**src/rtl/lz_match_search.sv**
```systemverilog
// lz_match_search -- sequential LZ77 longest-match engine.
//
// Latches a search window (sb_data) and a lookahead buffer (la_data). Then it
// evaluates one candidate start position per clock over the combined window
// W = {lookahead, search}. Because of this, matches may run from the search
// buffer into the lookahead. The longest prefix match wins. On a tie the
// lowest start position wins.
//
// Build option:
//   LZ_EARLY_EXIT_EN  when defined, the scan stops as soon as a match covers
//                     the full clamped lookahead length L. Results are the
//                     same either way; only the latency changes.
//
// Ports:
//   clk        rising-edge clock
//   reset      synchronous, active-high reset
//   start      request a search (accepted only when idle)
//   sb_data    search symbols, symbol j (0 = oldest) at [SYMW*j +: SYMW]
//   la_data    lookahead symbols, symbol i (0 = next) at [SYMW*i +: SYMW]
//   la_valid   number of valid lookahead symbols (clamped to LA_LEN)
//   busy       high while scanning and during the done cycle
//   done       one-cycle pulse, match_len/match_off valid
//   match_len  best match length (0 = no match)
//   match_off  start position j of the best match (distance = SB_LEN - j)

module lz_match_search #(
   parameter  int SYMW   = 8,
   parameter  int SB_LEN = 9,
   parameter  int LA_LEN = 8,
   localparam int LW     = $clog2(LA_LEN + 1),
   localparam int OW     = $clog2(SB_LEN)
) (
   input  logic                     clk,
   input  logic                     reset,
   input  logic                     start,
   input  logic [SB_LEN*SYMW-1:0]   sb_data,
   input  logic [LA_LEN*SYMW-1:0]   la_data,
   input  logic [LW-1:0]            la_valid,
   output logic                     busy,
   output logic                     done,
   output logic [LW-1:0]            match_len,
   output logic [OW-1:0]            match_off
);

   typedef enum logic [1:0] {
      S_IDLE,
      S_SCAN,
      S_DONE
   } state_t;

   state_t                   state_q, state_d;
   logic [SB_LEN*SYMW-1:0]   sb_q, sb_d;
   logic [LA_LEN*SYMW-1:0]   la_q, la_d;
   logic [LW-1:0]            l_q, l_d;
   logic [OW-1:0]            o_q, o_d;
   logic [LW-1:0]            best_len_q, best_len_d;
   logic [OW-1:0]            best_off_q, best_off_d;
   logic                     busy_q, busy_d;
   logic                     done_q, done_d;
   logic [LW-1:0]            match_len_q, match_len_d;
   logic [OW-1:0]            match_off_q, match_off_d;

   logic                     load;
   logic                     last;
   logic [LW-1:0]            cur_len;
   logic                     run;
   logic [(SB_LEN+LA_LEN)*SYMW-1:0] win;

   // Match length at position o_q. la[i] is compared with W[o+i] for i < L,
   // and the count stops at the first mismatch. The highest index touched is
   // (SB_LEN-1)+(LA_LEN-1), which stays inside W.
   always_comb begin
      // NOTE: every variable written here gets a default first, so no latch
      // is inferred; blocking '=' is correct inside combinational blocks.
      win     = {la_q, sb_q};
      cur_len = '0;
      run     = 1'b1;
      for (int i = 0; i < LA_LEN; i++) begin
         if (run && (i < int'(l_q)) &&
             (la_q[SYMW*i +: SYMW] == win[SYMW*(int'(o_q) + i) +: SYMW])) begin
            cur_len = cur_len + LW'(1);
         end else begin
            run = 1'b0;
         end
      end
   end

   // Next-state logic for the FSM and the registered outputs.
   always_comb begin
      state_d     = state_q;
      l_d         = l_q;
      o_d         = o_q;
      best_len_d  = best_len_q;
      best_off_d  = best_off_q;
      busy_d      = busy_q;
      done_d      = 1'b0;
      match_len_d = match_len_q;
      match_off_d = match_off_q;
      load        = 1'b0;
      last        = 1'b0;

      case (state_q)
         S_IDLE: begin
            if (start) begin
               load       = 1'b1;
               l_d        = (la_valid > LW'(LA_LEN)) ? LW'(LA_LEN) : la_valid;
               best_len_d = '0;
               best_off_d = '0;
               o_d        = '0;
               busy_d     = 1'b1;
               state_d    = S_SCAN;
            end
         end

         S_SCAN: begin
            // Strictly greater: on a tie the earlier (lower) position is kept.
            if (cur_len > best_len_q) begin
               best_len_d = cur_len;
               best_off_d = o_q;
            end
            last = (o_q == OW'(SB_LEN - 1));
`ifdef LZ_EARLY_EXIT_EN
            // Nothing can beat a match that already covers the whole lookahead.
            if (best_len_d == l_q) begin
               last = 1'b1;
            end
`endif
            if (last) begin
               // The results are published on entry to DONE, so they are
               // valid in the same cycle as the done pulse.
               done_d      = 1'b1;
               match_len_d = best_len_d;
               match_off_d = best_off_d;
               state_d     = S_DONE;
            end else begin
               o_d = o_q + OW'(1);
            end
         end

         S_DONE: begin
            busy_d  = 1'b0;
            state_d = S_IDLE;
         end

         default: begin
            busy_d  = 1'b0;
            state_d = S_IDLE;
         end
      endcase
   end

   // Symbol copies only change when a search is accepted.
   always_comb begin
      sb_d = load ? sb_data : sb_q;
      la_d = load ? la_data : la_q;
   end

   // NOTE: the latched symbol buffers have no reset. They are always written
   // on start before they are read, so resetting them would only add fan-out.
   always_ff @(posedge clk) begin
      sb_q <= sb_d;
      la_q <= la_d;
   end

   // NOTE: sequential state uses non-blocking '<=' so that every flop samples
   // the values from before the edge, whatever order the statements are in.
   always_ff @(posedge clk) begin
      if (reset) begin
         state_q     <= S_IDLE;
         l_q         <= '0;
         o_q         <= '0;
         best_len_q  <= '0;
         best_off_q  <= '0;
         busy_q      <= 1'b0;
         done_q      <= 1'b0;
         match_len_q <= '0;
         match_off_q <= '0;
      end else begin
         state_q     <= state_d;
         l_q         <= l_d;
         o_q         <= o_d;
         best_len_q  <= best_len_d;
         best_off_q  <= best_off_d;
         busy_q      <= busy_d;
         done_q      <= done_d;
         match_len_q <= match_len_d;
         match_off_q <= match_off_d;
      end
   end

   assign busy      = busy_q;
   assign done      = done_q;
   assign match_len = match_len_q;
   assign match_off = match_off_q;

endmodule

```
**config.mk**
```make
export PLATFORM = sky130hd
export DESIGN_NAME = lz_match_search
export DESIGN_NICKNAME = d
export VERILOG_FILES = /design/src/rtl/lz_match_search.sv
export SDC_FILE = /design/constraint.sdc
export NUM_CORES = 1
export LEC_CHECK = 0
export CORE_MARGIN = 5
export CORE_UTILIZATION = 61
export DETAILED_ROUTE_END_ITERATION = 8
export DONT_BUFFER_PORTS = 1
export GPL_TIMING_DRIVEN = 1
export PLACE_DENSITY_LB_ADDON = 0.15
export SETUP_SLACK_MARGIN = 0.02
export SYNTH_ARGS = -nofsm -noshare
export SYNTH_HDL_FRONTEND = slang
export SYNTH_SLANG_ARGS = --single-unit
export TNS_END_PERCENT = 30
```
**constraint.sdc**
```tcl
create_clock -name clk -period 23.2 [get_ports clk]
set_input_delay 5.8 -clock clk [delete_from_list [all_inputs] [get_ports clk]]
set_output_delay 5.8 -clock clk [all_outputs]
set_load 0.005 [all_outputs]
```
== After elaboration in Yosys (flattened, before gate mapping) ==
Index checks and enable logic that the tools add are counted.
Cells by class
  muxes and demuxes: 31
  reductions and logical operators: 24
  equal/unequal tests: 13
  bitwise operators: 1
  div/mod/pow operators: 0
  $mul: 0
  shifts and indexed selects: 8
  $lt $le $gt $ge: 10
  add/subtract/negate cells: 15
Operator list (count)
  variable part select 136 x 9 -> 8 bit: 7
  variable part select 136 x 8 -> 8 bit: 1
  == test 8 bit: 8
  two-way mux 4 bit: 11
  adder 4 x 1 -> 4 bit, second input constant: 7
  one-hot mux 4 bit (2 select lines): 3
  adder 4 x 3 -> 5 bit, second input constant: 4
  less-than comparator 3 x 4 -> 1 bit, first input constant: 4
  logical AND 1 bit: 15
  two-way mux 1 bit: 12
  adder 4 x 2 -> 5 bit, second input constant: 2
  AND reduction 2 bit: 5
  less-than comparator 1 x 4 -> 1 bit, first input constant: 2
  less-than comparator 2 x 4 -> 1 bit, first input constant: 2
  two-way mux 2 bit: 3
  inequality test 2 bit, second input constant: 3
  adder 4 x 1 -> 5 bit, second input constant: 1
  == test 4 bit, second input constant: 1
  greater-than comparator 4 bit: 1
  greater-than comparator 4 bit, second input constant: 1
  one-hot mux 2 bit (2 select lines): 1
  AND reduction 3 bit: 1
  adder 1 x 1 -> 2 bit, second input constant: 1
  == test 2 x 1 -> 1 bit, second input constant: 1
  other kinds (5): 5
Word-level totals
  ROM bits: 0
  memory bits (writable): 0
  register bits after elaboration: 164
  input bits: 143
  memories kept: 0
  output and inout bits: 10
  bits in latches: 0

== Depth between registers and ports, before layout ==
  word-level depth: 28
  gate-level depth with buffers: 49

== Worst setup path before layout ==
No wires, ideal clock.
  kind: input to register
  start point: in start
  end point: reg la_q[0], enable pin
  stages on the path: 3
  setup slack: 13.617 ns
  data arrival time: 9.090 ns
  required time: 22.708 ns
  cell sequence: or3b_2 clkbuf_1 inv_1
On the way
  word-level cells in the longest chain between the ends: 2
Ends and longest elaborated chain
  start, declared: RTL line 35  | input logic start,
  two-way mux 1 bit: RTL line 104  | if (start) begin
  two-way mux 1 bit: RTL line 102  | case (state_q)
  named net load: RTL line 63  | logic load;
  end signal, assigned: RTL line 162  | la_q <= la_d;
  end, declared: RTL line 53  | logic [LA_LEN*SYMW-1:0] la_q, la_d;
The timed path passes the listed nets, and every way through them passes these cells.
A chain may end at the register's enable or synchronous reset.

== Worst setup path after layout ==
  start point: reg o_q[0]
  end point: reg match_len_q[0], in the netlist match_len[0]
On the way
  word-level cells in the longest chain between the ends: 27
Ends and longest elaborated chain
  start, declared: RTL line 55  | logic [OW-1:0] o_q, o_d;
  start signal, assigned: RTL line 171  | o_q <= '0;
  start signal, assigned: RTL line 181  | o_q <= o_d;
  branches (longest 27 deep; another with adder 4 x 1 -> 5 bit)
  end signal, assigned: RTL line 186  | match_len_q <= match_len_d;
  end, declared: RTL line 60  | logic [LW-1:0] match_len_q, match_len_d;
Several ways; the timed one is not identified.

==> reports/metrics.csv <==
metric;value;unit
vdd_drop_max;53.2;uV
routedWlPerCell;27.9;microns
top_usage_layer;met2;
core_area;0.0212;sq mm
dp_hpwl;27600;microns
crit_path_max_fanout;54;
critPathRequiredTime;23.57;ns
row_count;53;
clock_sinks;164;
place.gp.congestion;1.06;
synth_edf_count;136;
io_buffers;0;
cts_root_buf;clkbuf_16;
cts.clk_slew.worst_paths;0.07;ns
cts_setup_buffers;0;
cts-resized-gates;0;
dp_cells;1339;
grt_pass1_wl;58000;microns
synth_cell_type_count;97;
fin_area;0.0136;sq mm
cp_slowest_stage_delay;0.80;ns
ys_top_cells_by_count;edfxtp_1 (136), mux4_2 (97), mux2i_1 (86);
yosysTopAreaCellShare;0.310;
die_x;157;microns
ys_ff_latch;164;
antenna_cells;0;
postCtsHoldBufs;0;
grt_max_degree;144;
hold_violations;0;
hp-class;reg2reg;
finalSetupViolations;0;
initial_utilization;0.622;
status;complete, no violations;
crit_type;reg2reg;
timing.fmax;0.0961;GHz
gr-total-overflow;0;
num_vias;10200;
dieArea;0.0246;sq mm
ys.flop_type;edfxtp_1;
yosysTopAreaCell;edfxtp_1;
fin_crit_sh;0.448;
yosysMostFrequentCell;edfxtp_1;
synth.avg_cell_area;11.4;sq um
drive_gt1_frac;0.182;
cp-end-kind;register;
syn_inst;1156;
cts_buffers;17;
htree_levels;4;
clk_latency;0.43;ns
nets;1237;
pre_cts_ws;12.98;ns
finalCriticalPeriod;10.40;ns
syn_to_final_growth;3.54;%
grt_usage;0.310;
p_leak;4.26;nW
syn_nets;1310;
final_max_slew_viol_count;0;
synth-async-reset-ratio;0;
ant_nets;0;
vias_per_cell;7.40;
grt_pass1_vias;9754;
worst_slack;12.80;ns
path_common_cell;ha_1;
antenna_found_initial;0;
wl;38200;microns
drt_iter0_markers;1307;
regArea;0.00466;sq mm
met1_usage;0.440;
drc;0;
ys_top_cells_by_area;edfxtp_1 (31%), mux4_2 (17%), mux2i_1 (6.5%);
multi_input_area;0.00776;sq mm
met3_usage;0.0891;
grtUsageMet2;0.456;
power.total;0.799;mW
clockBufferDepth;2;
io_pins;153;
p_per_area;58.7;mW/mm^2
relSlewSlack;0.204;
fillers;1645;
synth_area;0.0132;sq mm
skew;0.00844;ns
crit_path_start_kind;register;
die-height;157;microns
rsz0062_at_grt;false;
r2r_slack;12.80;ns
tns;0;ns
yosys_warnings;0;
yosysSeqAreaShare;0.353;
cts_tree;built;
cpMaxStageDelayCell;dfxtp_4;
dr.pass1.iters;5;
fin_cells;1371;
drv_cap;0;
tightest_slew;1.19;ns
worstPathArrival;10.77;ns
postPlaceCellArea;0.0130;sq mm
final timing paths:
path | to | cells past startpoint | start
max reg2reg | match_len[0]$_SDFFE_PP0P_ | 39 | o_q[0]$_SDFFE_PP0P_
min reg2reg | match_len[0]$_SDFFE_PP0P_ | 2 | match_len[0]$_SDFFE_PP0P_
min | match_len[0]$_SDFFE_PP0P_ | 2 | match_len[0]$_SDFFE_PP0P_
max | match_len[0]$_SDFFE_PP0P_ | 39 | o_q[0]$_SDFFE_PP0P_
power breakdown:
group | switching [mW] | internal (mW) | leakage, nW
Sequential | 0.0259 | 0.337 | 1.53
Combinational | 0.0732 | 0.0628 | 2.43
Clock | 0.128 | 0.173 | 0.300
layout by cell type, fill, tap and decap left out, types with 17 or more instances in the layout:
| cell | n |
|---|---|
| dfxtp_1 | 24 |
| nand2b_1 | 18 |
| edfxtp_1 | 136 |
| nor2_1 | 64 |
| mux4_2 | 97 |
| xnor2_1 | 43 |
| inv_1 | 29 |
| mux2_2 | 29 |
| nor2b_1 | 23 |
| clkbuf_16 | 17 |
| o21ai_0 | 21 |
| nand2_1 | 83 |
| a21oi_1 | 46 |
| nor3_1 | 22 |
| a22oi_1 | 22 |
| mux2i_1 | 86 |
| xor2_1 | 23 |
through the flow:
step | utilization | hold WS, ns
2_1_floorplan | - | 0.453
3_3_place_gp | 0.615 | 0.473
3_5_place_dp | 0.615 | 0.474
4_1_cts | 0.644 | 0.485
5_1_grt | 0.644 | 0.511
6_report | 0.644 | 0.476
registers in the layout, indices dropped and copies added, names as in the netlist:
register / cells
la_q: 64
l_q: 4
match_len: 4
o_q: 4
state_q: 2
done: 1
best_len_q: 4
sb_q: 72
best_off_q: 4
busy: 1
match_off: 4
routing by layer:
layer / wire [microns] / vias up
li1: - / 4422
met1: 15500 / 4966
met2: 17000 / 652
met3: 4050 / 112
met4: 1680 / 0
met5: 0 / -
worst max-delay path: cells and delay by family, from the launching register on:
family                   cells  cell delay, ns
XOR/XNOR                     3            0.66
AND/OR/NAND/NOR             11            2.70
adder cells (fa/ha/maj)      5            1.51
AO/OA/AOI/OAI               14            2.73
buffers and inverters        4            1.17
flip-flops                   1            0.80
multiplexers                 2            0.69
logic make-up (layout without fill, tap and decap cells):
family          after synthesis  in the layout  synth area share
compound gates              252            252             0.143
simple gates                300            300             0.120
xor+xnor                     66             66            0.0439
mux                         223            223             0.272
buf+inv                     140             80            0.0577
fa+ha+maj                    11             11            0.0105
flops                       164            164             0.353
layout make-up:
| class | count | area share |
|---|---|---|
| clock inverters | 14 | 0.0141 |
| well taps | 275 | 0.0252 |
| multi-input cells | 852 | 0.569 |
| flip-flops and latches | 164 | 0.342 |
| inverters | 35 | 0.0100 |
| repair buffers | 13 | 0.00808 |
| clock buffers | 18 | 0.0315 |
Power figures use the tool's default switching activity.
